$ cat src/rtl/tlut_pkg.sv
// Shared types and helpers for the handshaked temporal-LUT SIMD multiply cell.
package tlut_pkg;

  // Upper bounds for the generic max_input reduction.
  localparam int unsigned MaxLanes = 32;
  localparam int unsigned MaxIw    = 32;

  typedef enum logic [1:0] {StIdle, StRun, StDone} state_e;

  function automatic int unsigned acc_width(input int unsigned iw, input int unsigned ww);
    return iw + ww;
  endfunction

  // Maximum of `lanes` packed unsigned fields of width `iw` held in the low bits of v.
  function automatic logic [MaxIw-1:0] max_input(input logic [MaxLanes*MaxIw-1:0] v,
                                                 input int unsigned lanes,
                                                 input int unsigned iw);
    logic [MaxIw-1:0] m;
    logic [MaxIw-1:0] lane;
    logic [MaxIw-1:0] mask;
    m    = '0;
    mask = (iw >= MaxIw) ? '1 : MaxIw'((64'(1) << iw) - 64'(1));
    for (int unsigned i = 0; i < MaxLanes; i++) begin
      lane = MaxIw'(v >> (i * iw)) & mask;
      if (i < lanes && lane > m) m = lane;
    end
    return m;
  endfunction

endpackage

$ cat src/rtl/tlut_temporal_ctrl.sv
// Sequencer: handshake FSM, step counter and per-lane temporal enables.
module tlut_temporal_ctrl
  import tlut_pkg::*;
#(
  parameter int unsigned DIM_A       = 4,
  parameter int unsigned INPUT_WIDTH = 8,
  parameter bit          EARLY_TERM  = 1'b1
) (
  input  logic                           clk,
  input  logic                           rst_n,
  input  logic                           in_valid,
  input  logic                           out_ready,
  input  logic [DIM_A*INPUT_WIDTH-1:0]   input_bin,
  output logic                           in_ready,
  output logic                           out_valid,
  output logic                           busy,
  output logic                           acc_en,
  output logic                           clear,
  output logic [DIM_A-1:0]               lane_en
);

  state_e                         state_q;
  logic [INPUT_WIDTH-1:0]         t_q;
  logic [INPUT_WIDTH-1:0]         n_q;
  logic [DIM_A*INPUT_WIDTH-1:0]   in_q;
  logic [MaxLanes*MaxIw-1:0]      in_pad;
  logic [MaxIw-1:0]               max_in;
  logic [INPUT_WIDTH-1:0]         n_next;
  logic                           accept;

  always_comb begin
    in_pad = '0;
    in_pad[DIM_A*INPUT_WIDTH-1:0] = input_bin;
    max_in = max_input(in_pad, DIM_A, INPUT_WIDTH);
    if (EARLY_TERM) begin
      // An all-zero vector still takes one step so out_valid has a defined latency.
      n_next = (max_in == '0) ? INPUT_WIDTH'(1) : max_in[INPUT_WIDTH-1:0];
    end else begin
      n_next = '1;
    end
  end

  assign in_ready  = rst_n & ((state_q == StIdle) | ((state_q == StDone) & out_ready));
  assign accept    = in_valid & in_ready;
  assign out_valid = (state_q == StDone);
  assign busy      = (state_q == StRun);
  assign acc_en    = (state_q == StRun);
  assign clear     = accept;

  always_comb begin
    lane_en = '0;
    for (int i = 0; i < DIM_A; i++) begin
      lane_en[i] = (state_q == StRun) && (t_q < in_q[i*INPUT_WIDTH +: INPUT_WIDTH]);
    end
  end

  always_ff @(posedge clk) begin
    if (!rst_n) begin
      state_q <= StIdle;
      t_q     <= '0;
      n_q     <= '0;
      in_q    <= '0;
    end else if (accept) begin
      state_q <= StRun;
      t_q     <= '0;
      n_q     <= n_next;
      in_q    <= input_bin;
    end else begin
      case (state_q)
        StRun: begin
          if (t_q == n_q - INPUT_WIDTH'(1)) begin
            state_q <= StDone;
            t_q     <= '0;
          end else begin
            t_q <= t_q + INPUT_WIDTH'(1);
          end
        end
        StDone:  if (out_ready) state_q <= StIdle;
        StIdle:  state_q <= StIdle;
        default: state_q <= StIdle;
      endcase
    end
  end

endmodule

$ cat src/rtl/tlut_simd_cell_hs.sv
// Handshaked temporal-LUT SIMD cell: weight accumulators plus a DIM_C x DIM_A product array.
module tlut_simd_cell_hs
  import tlut_pkg::*;
#(
  parameter int unsigned  DIM_A        = 4,
  parameter int unsigned  DIM_C        = 4,
  parameter int unsigned  INPUT_WIDTH  = 8,
  parameter int unsigned  WEIGHT_WIDTH = 8,
  parameter bit           SIGNED_W     = 1'b0,
  parameter bit           EARLY_TERM   = 1'b1,
  localparam int unsigned ACC_WIDTH    = acc_width(INPUT_WIDTH, WEIGHT_WIDTH)
) (
  input  logic                                 clk,
  input  logic                                 rst_n,
  input  logic                                 in_valid,
  output logic                                 in_ready,
  input  logic [DIM_A*INPUT_WIDTH-1:0]         input_bin,
  input  logic [DIM_C*WEIGHT_WIDTH-1:0]        weight_bin,
  output logic                                 out_valid,
  input  logic                                 out_ready,
  output logic [DIM_C*DIM_A*ACC_WIDTH-1:0]     product,
  output logic                                 busy
);

  logic                          acc_en;
  logic                          clear;
  logic [DIM_A-1:0]              lane_en;
  logic [DIM_C*WEIGHT_WIDTH-1:0] w_q;
  logic [ACC_WIDTH-1:0]          acc_q    [DIM_C];
  logic [ACC_WIDTH-1:0]          acc_nxt  [DIM_C];
  logic [ACC_WIDTH-1:0]          prod_q   [DIM_C][DIM_A];

  tlut_temporal_ctrl #(
    .DIM_A       (DIM_A),
    .INPUT_WIDTH (INPUT_WIDTH),
    .EARLY_TERM  (EARLY_TERM)
  ) u_ctrl (
    .clk       (clk),
    .rst_n     (rst_n),
    .in_valid  (in_valid),
    .out_ready (out_ready),
    .input_bin (input_bin),
    .in_ready  (in_ready),
    .out_valid (out_valid),
    .busy      (busy),
    .acc_en    (acc_en),
    .clear     (clear),
    .lane_en   (lane_en)
  );

  always_comb begin
    for (int j = 0; j < DIM_C; j++) begin
      logic [WEIGHT_WIDTH-1:0] wj;
      wj         = w_q[j*WEIGHT_WIDTH +: WEIGHT_WIDTH];
      acc_nxt[j] = acc_q[j] +
                   {{(ACC_WIDTH-WEIGHT_WIDTH){SIGNED_W & wj[WEIGHT_WIDTH-1]}}, wj};
    end
  end

  always_ff @(posedge clk) begin
    if (!rst_n) begin
      w_q <= '0;
      for (int j = 0; j < DIM_C; j++) begin
        acc_q[j] <= '0;
        for (int i = 0; i < DIM_A; i++) prod_q[j][i] <= '0;
      end
    end else if (clear) begin
      w_q <= weight_bin;
      for (int j = 0; j < DIM_C; j++) begin
        acc_q[j] <= '0;
        for (int i = 0; i < DIM_A; i++) prod_q[j][i] <= '0;
      end
    end else if (acc_en) begin
      // Each lane freezes once its temporal bit drops, leaving w[j]*in[i].
      for (int j = 0; j < DIM_C; j++) begin
        acc_q[j] <= acc_nxt[j];
        for (int i = 0; i < DIM_A; i++) begin
          if (lane_en[i]) prod_q[j][i] <= acc_nxt[j];
        end
      end
    end
  end

  always_comb begin
    product = '0;
    for (int j = 0; j < DIM_C; j++) begin
      for (int i = 0; i < DIM_A; i++) begin
        product[(j*DIM_A+i)*ACC_WIDTH +: ACC_WIDTH] = prod_q[j][i];
      end
    end
  end

endmodule

$ cat config.mk
export PLATFORM = sky130hd
export DESIGN_NAME = tlut_simd_cell_hs
export DESIGN_NICKNAME = d
export VERILOG_FILES = /design/src/rtl/tlut_pkg.sv /design/src/rtl/tlut_temporal_ctrl.sv /design/src/rtl/tlut_simd_cell_hs.sv
export SDC_FILE = /design/constraint.sdc
export NUM_CORES = 1
export LEC_CHECK = 0
export CAP_MARGIN = 20
export CORE_ASPECT_RATIO = 1.5
export CORE_MARGIN = 8
export CORE_UTILIZATION = 30
export DETAILED_ROUTE_END_ITERATION = 6
export MAX_ROUTING_LAYER = met4
export SETUP_SLACK_MARGIN = 0.2
export SLEW_MARGIN = 20
export SYNTH_ARGS = -nofsm -noshare
export SYNTH_HDL_FRONTEND = slang
export SYNTH_HIERARCHICAL = 1
export SYNTH_SLANG_ARGS = --single-unit
$ cat constraint.sdc
create_clock -name clk -period 7 [get_ports clk]
set_input_delay 1.4 -clock clk [delete_from_list [all_inputs] [get_ports clk]]
set_output_delay 1.4 -clock clk [all_outputs]
set_load 0.05 [all_outputs]
==> flow_metrics.env <==
export IMPL_synth_top_family_by_area="simple AND/OR/NAND/NOR gates"
export IMPL_finClkSkew_ps=17.4
export IMPL_rows=109
export IMPL_whs_path_depth=2
export IMPL_r2r_start="u_ctrl/t_q[1]"
export IMPL_clkSlewWorstSetupHoldPaths_ps=60
export IMPL_wl_um=53900
export IMPL_grt_max_degree=55
export IMPL_synth_ff_latch_count=402
export IMPL_ant_nets=0
export IMPL_die_w_um=215
export IMPL_path_cells="clkdlybuf4s50_1 -> inv_1 -> ha_1 -> nor2b_2 -> o211ai_2 -> a21oi_2 -> o22ai_4 -> mux2i_1 -> ha_1 -> nor2b_1 -> o211ai_1 -> a21oi_1 -> o21ai_1 -> buf_4 -> nor2_1 -> a21o_1 -> ha_1 -> nand4_1 -> o21ai_0 -> o31a_1 -> and2_2 -> nand2b_4 -> a211o_1 -> o32ai_2"
export IMPL_cts_buffers=40
export IMPL_status="finished clean"
export IMPL_finalHoldViolCount=0
export IMPL_syn_to_final_growth_pct=32.0
export IMPL_grt_pass1_wl_um=81600
export IMPL_worst_path_buf_inv=3
export IMPL_yosysUniqueCellTypes=81
export IMPL_r2r_slack_ps=2820
export IMPL_routed_via_density=4.70
export IMPL_powerDensity_mw_per_mm2=274
export IMPL_synthMuxAreaShare_pct=2.69
export IMPL_netlist_instances=1451
export IMPL_synth_compound_area_share_pct=8.58
export IMPL_crit_path_frequent_cell="ha_1"
export IMPL_hpwlAfterDp_um=40600
export IMPL_seqCellArea_sq_mm=0.0111
export IMPL_routedWlPerCell_um=20.6
export IMPL_seq_area_frac_synth_pct=62.2
export IMPL_multi_input_area_sq_mm=0.00627
export IMPL_hp_class="reg2reg"
export IMPL_vias=12260
export IMPL_drtIter0Drc=615
export IMPL_fmax_ghz=0.164
export IMPL_arrival_ps=6580
export IMPL_endpoint_kind="register"
export IMPL_antenna_found_initial=3
export IMPL_setup_tns_final_ps=0
export IMPL_max_cap_viol_count=0
export IMPL_synth_xor_area_share_pct=3.64
export IMPL_h_tree_depth=2
export IMPL_portBuffers=326
export IMPL_min_period_over_period_pct=87.4
export IMPL_max_stage_delay_ps=480
export IMPL_required_ps=7460
export IMPL_dieHeight_um=315
export IMPL_report_final_slew_viol_count=0
export IMPL_rsz0062_at_grt="false"
export IMPL_insertion_delay_ps=550
export IMPL_synth_edf_count=304
export IMPL_synth_fa_ha_area_share_pct=6.49
export IMPL_synth_nets=1609
export IMPL_start_util_pct=30.2
export IMPL_slew_headroom_pct=41.7
export IMPL_tightest_slew_ps=872
export IMPL_post_cts_buffers=0
export IMPL_slowest_stage="clkdlybuf4s50_1"
export IMPL_min_from="u_ctrl/in_q[0]"
export IMPL_synthSimpleGateAreaFrac_pct=13.7
export IMPL_hold_end="u_ctrl/in_q[0]"
export IMPL_die_area_sq_mm=0.0676
export IMPL_io_pins=327
export IMPL_syn_area_sq_mm=0.0178
export IMPL_cts_root_buf="clkbuf_16"
export IMPL_synth_avg_cell_area_sq_um=12.3
export IMPL_grt_usage_pct=16.0
export IMPL_p_leak_uw=0.00881
export IMPL_cp_depth=24
export IMPL_grt_overflow=0
export IMPL_drcViolationCount=0
export IMPL_fin_nets=1956
export IMPL_reg2reg_depth=13
export IMPL_path_class="in2reg"
export IMPL_place_congestion=0.852
export IMPL_cp_max_fo=13
export IMPL_ctsHoldBuffers=0
export IMPL_ys_flop_type="edfxtp_1"
export IMPL_grt_pass1_vias=12904
export IMPL_drtPass1Iterations=5
export IMPL_fin_crit_ps=6120
export IMPL_ir_worst_vdd_uv=138
export IMPL_core_area_sq_mm=0.0589
export IMPL_startpoint_type="input port"
export IMPL_fin_util_pct=39.9
export IMPL_yosysWarnings=6
export IMPL_setup_viol=0
export IMPL_cts_resized=0
export IMPL_drive_gt1_share_pct=8.26
export IMPL_cts_tree="done"
export IMPL_clk_path_buf_depth=3
export IMPL_async_flop_share_pct=0
export IMPL_rr_endpoint="prod_q[1][9]"
export IMPL_n_fill_cell=5666
export IMPL_critical_path_top_delay_family="compound AO/OA/AOI/OAI gates"
export IMPL_cts_sinks=402
cell type report:
class                   count  share of cell area (%)
multi-input cells         931                    26.7
diodes                      3                  0.0319
flip-flops and latches    402                    47.2
repair buffers            363                    15.2
inverters                  60                   0.963
well taps                 777                    4.13
clock inverters            27                    1.43
clock buffers              46                    4.44
per-stage QoR:
stage          hold WS [ps]  cell area (sq um)  setup WS (ps)  total power (uW)  cells
2_1_floorplan           429              17800           1250              3730   1451
3_3_place_gp            446              22100            367              4230   2533
3_5_place_dp            450              22100            283              4250   2533
4_1_cts                 459              23500            879              6520   2606
5_1_grt                 483              23500            548              6680   2609
6_report                459              23500            885              6430   2609
Yosys cell counts (7+ instances only):
cell      count  area (sq um)
o31ai_1      23           173
buf_2        18          90.1
nand2b_1     10          62.6
and3_1       25           156
and2_1       34           213
edfxtp_1    304          9130
nor2_1      223           837
o21ai_0      34           170
a211oi_1     13          97.6
nand2_1      82           308
clkbuf_1     35           131
xor2_1       28           245
o21bai_1      7          52.6
a211o_1       7          61.3
mux2i_1      45           450
nand3_1      30           150
a21oi_1      49           245
a21o_1       38           285
nor2b_1      42           263
nor3_1       12          60.1
nand4_1      15          93.8
xnor2_1      35           307
ha_1         86          1080
dfxtp_1      98          1960
inv_1        58           218
worst reg2reg max path, cell delays in order (launching register included):
cell and delay, ps:
dfxtp_1 620, ha_1 320, a21o_1 170, a21o_1 180
a21o_1 180, a21o_1 190, a21o_1 190, a21o_1 200
a211oi_2 220, buf_4 260, nor4_1 120, or3_2 650
buf_4 330, nor2_1 340
state kept, by name (all words and copies together), names as in the netlist:
register        count
acc_q              64
prod_q            256
w_q                32
u_ctrl/state_q      2
u_ctrl/t_q          8
u_ctrl/in_q        32
u_ctrl/n_q          8
placed cells by master (no fill, tap or decap), types with 25 or more instances in the layout:
cell type	instances
and2_1	34
xnor2_1	35
nor2_1	223
dfxtp_1	98
o21ai_0	34
xor2_1	28
ha_1	86
buf_4	34
inv_1	58
nand3_1	30
clkbuf_16	40
nor2b_1	42
edfxtp_1	304
clkdlybuf4s50_1	325
a21o_1	38
and3_1	25
a21oi_1	49
mux2i_1	45
nand2_1	77
routing by layer:
layer | vias up | wire length [um] | GRT usage [%]
met5 | - | 0 | -
met4 | 0 | 1690 | 5.13
met3 | 84 | 3010 | 3.43
met2 | 368 | 27900 | 28.7
met1 | 5938 | 21300 | 17.5
li1 | 5870 | - | -
worst max path at each step:
stage,from,endpoint,slack (ps)
3_3_place_gp,input_bin[1],u_ctrl/n_q[0],370
2_1_floorplan,input_bin[1],u_ctrl/n_q[0],1250
3_5_place_dp,input_bin[1],u_ctrl/n_q[0],280
4_1_cts,input_bin[1],u_ctrl/n_q[0],880
5_1_grt,input_bin[1],u_ctrl/n_q[0],550
6_report,input_bin[1],u_ctrl/n_q[0],880
power by group:
group / total, uW / switching (uW) / internal, uW
clock network: 2250 / 945 / 1310
registers: 2850 / 87.7 / 2760
logic: 1330 / 891 / 440
kinds of logic after synthesis:
logic type,after synthesis
AOI/OAI and AO/OA,218
xor gates and xnor gates,69
adders and majority gates,90
buffers and inverters,118
DFF,402
muxes,47
and+or+nand+nor,507
Note: power is estimated with default switching activity, not from simulation.
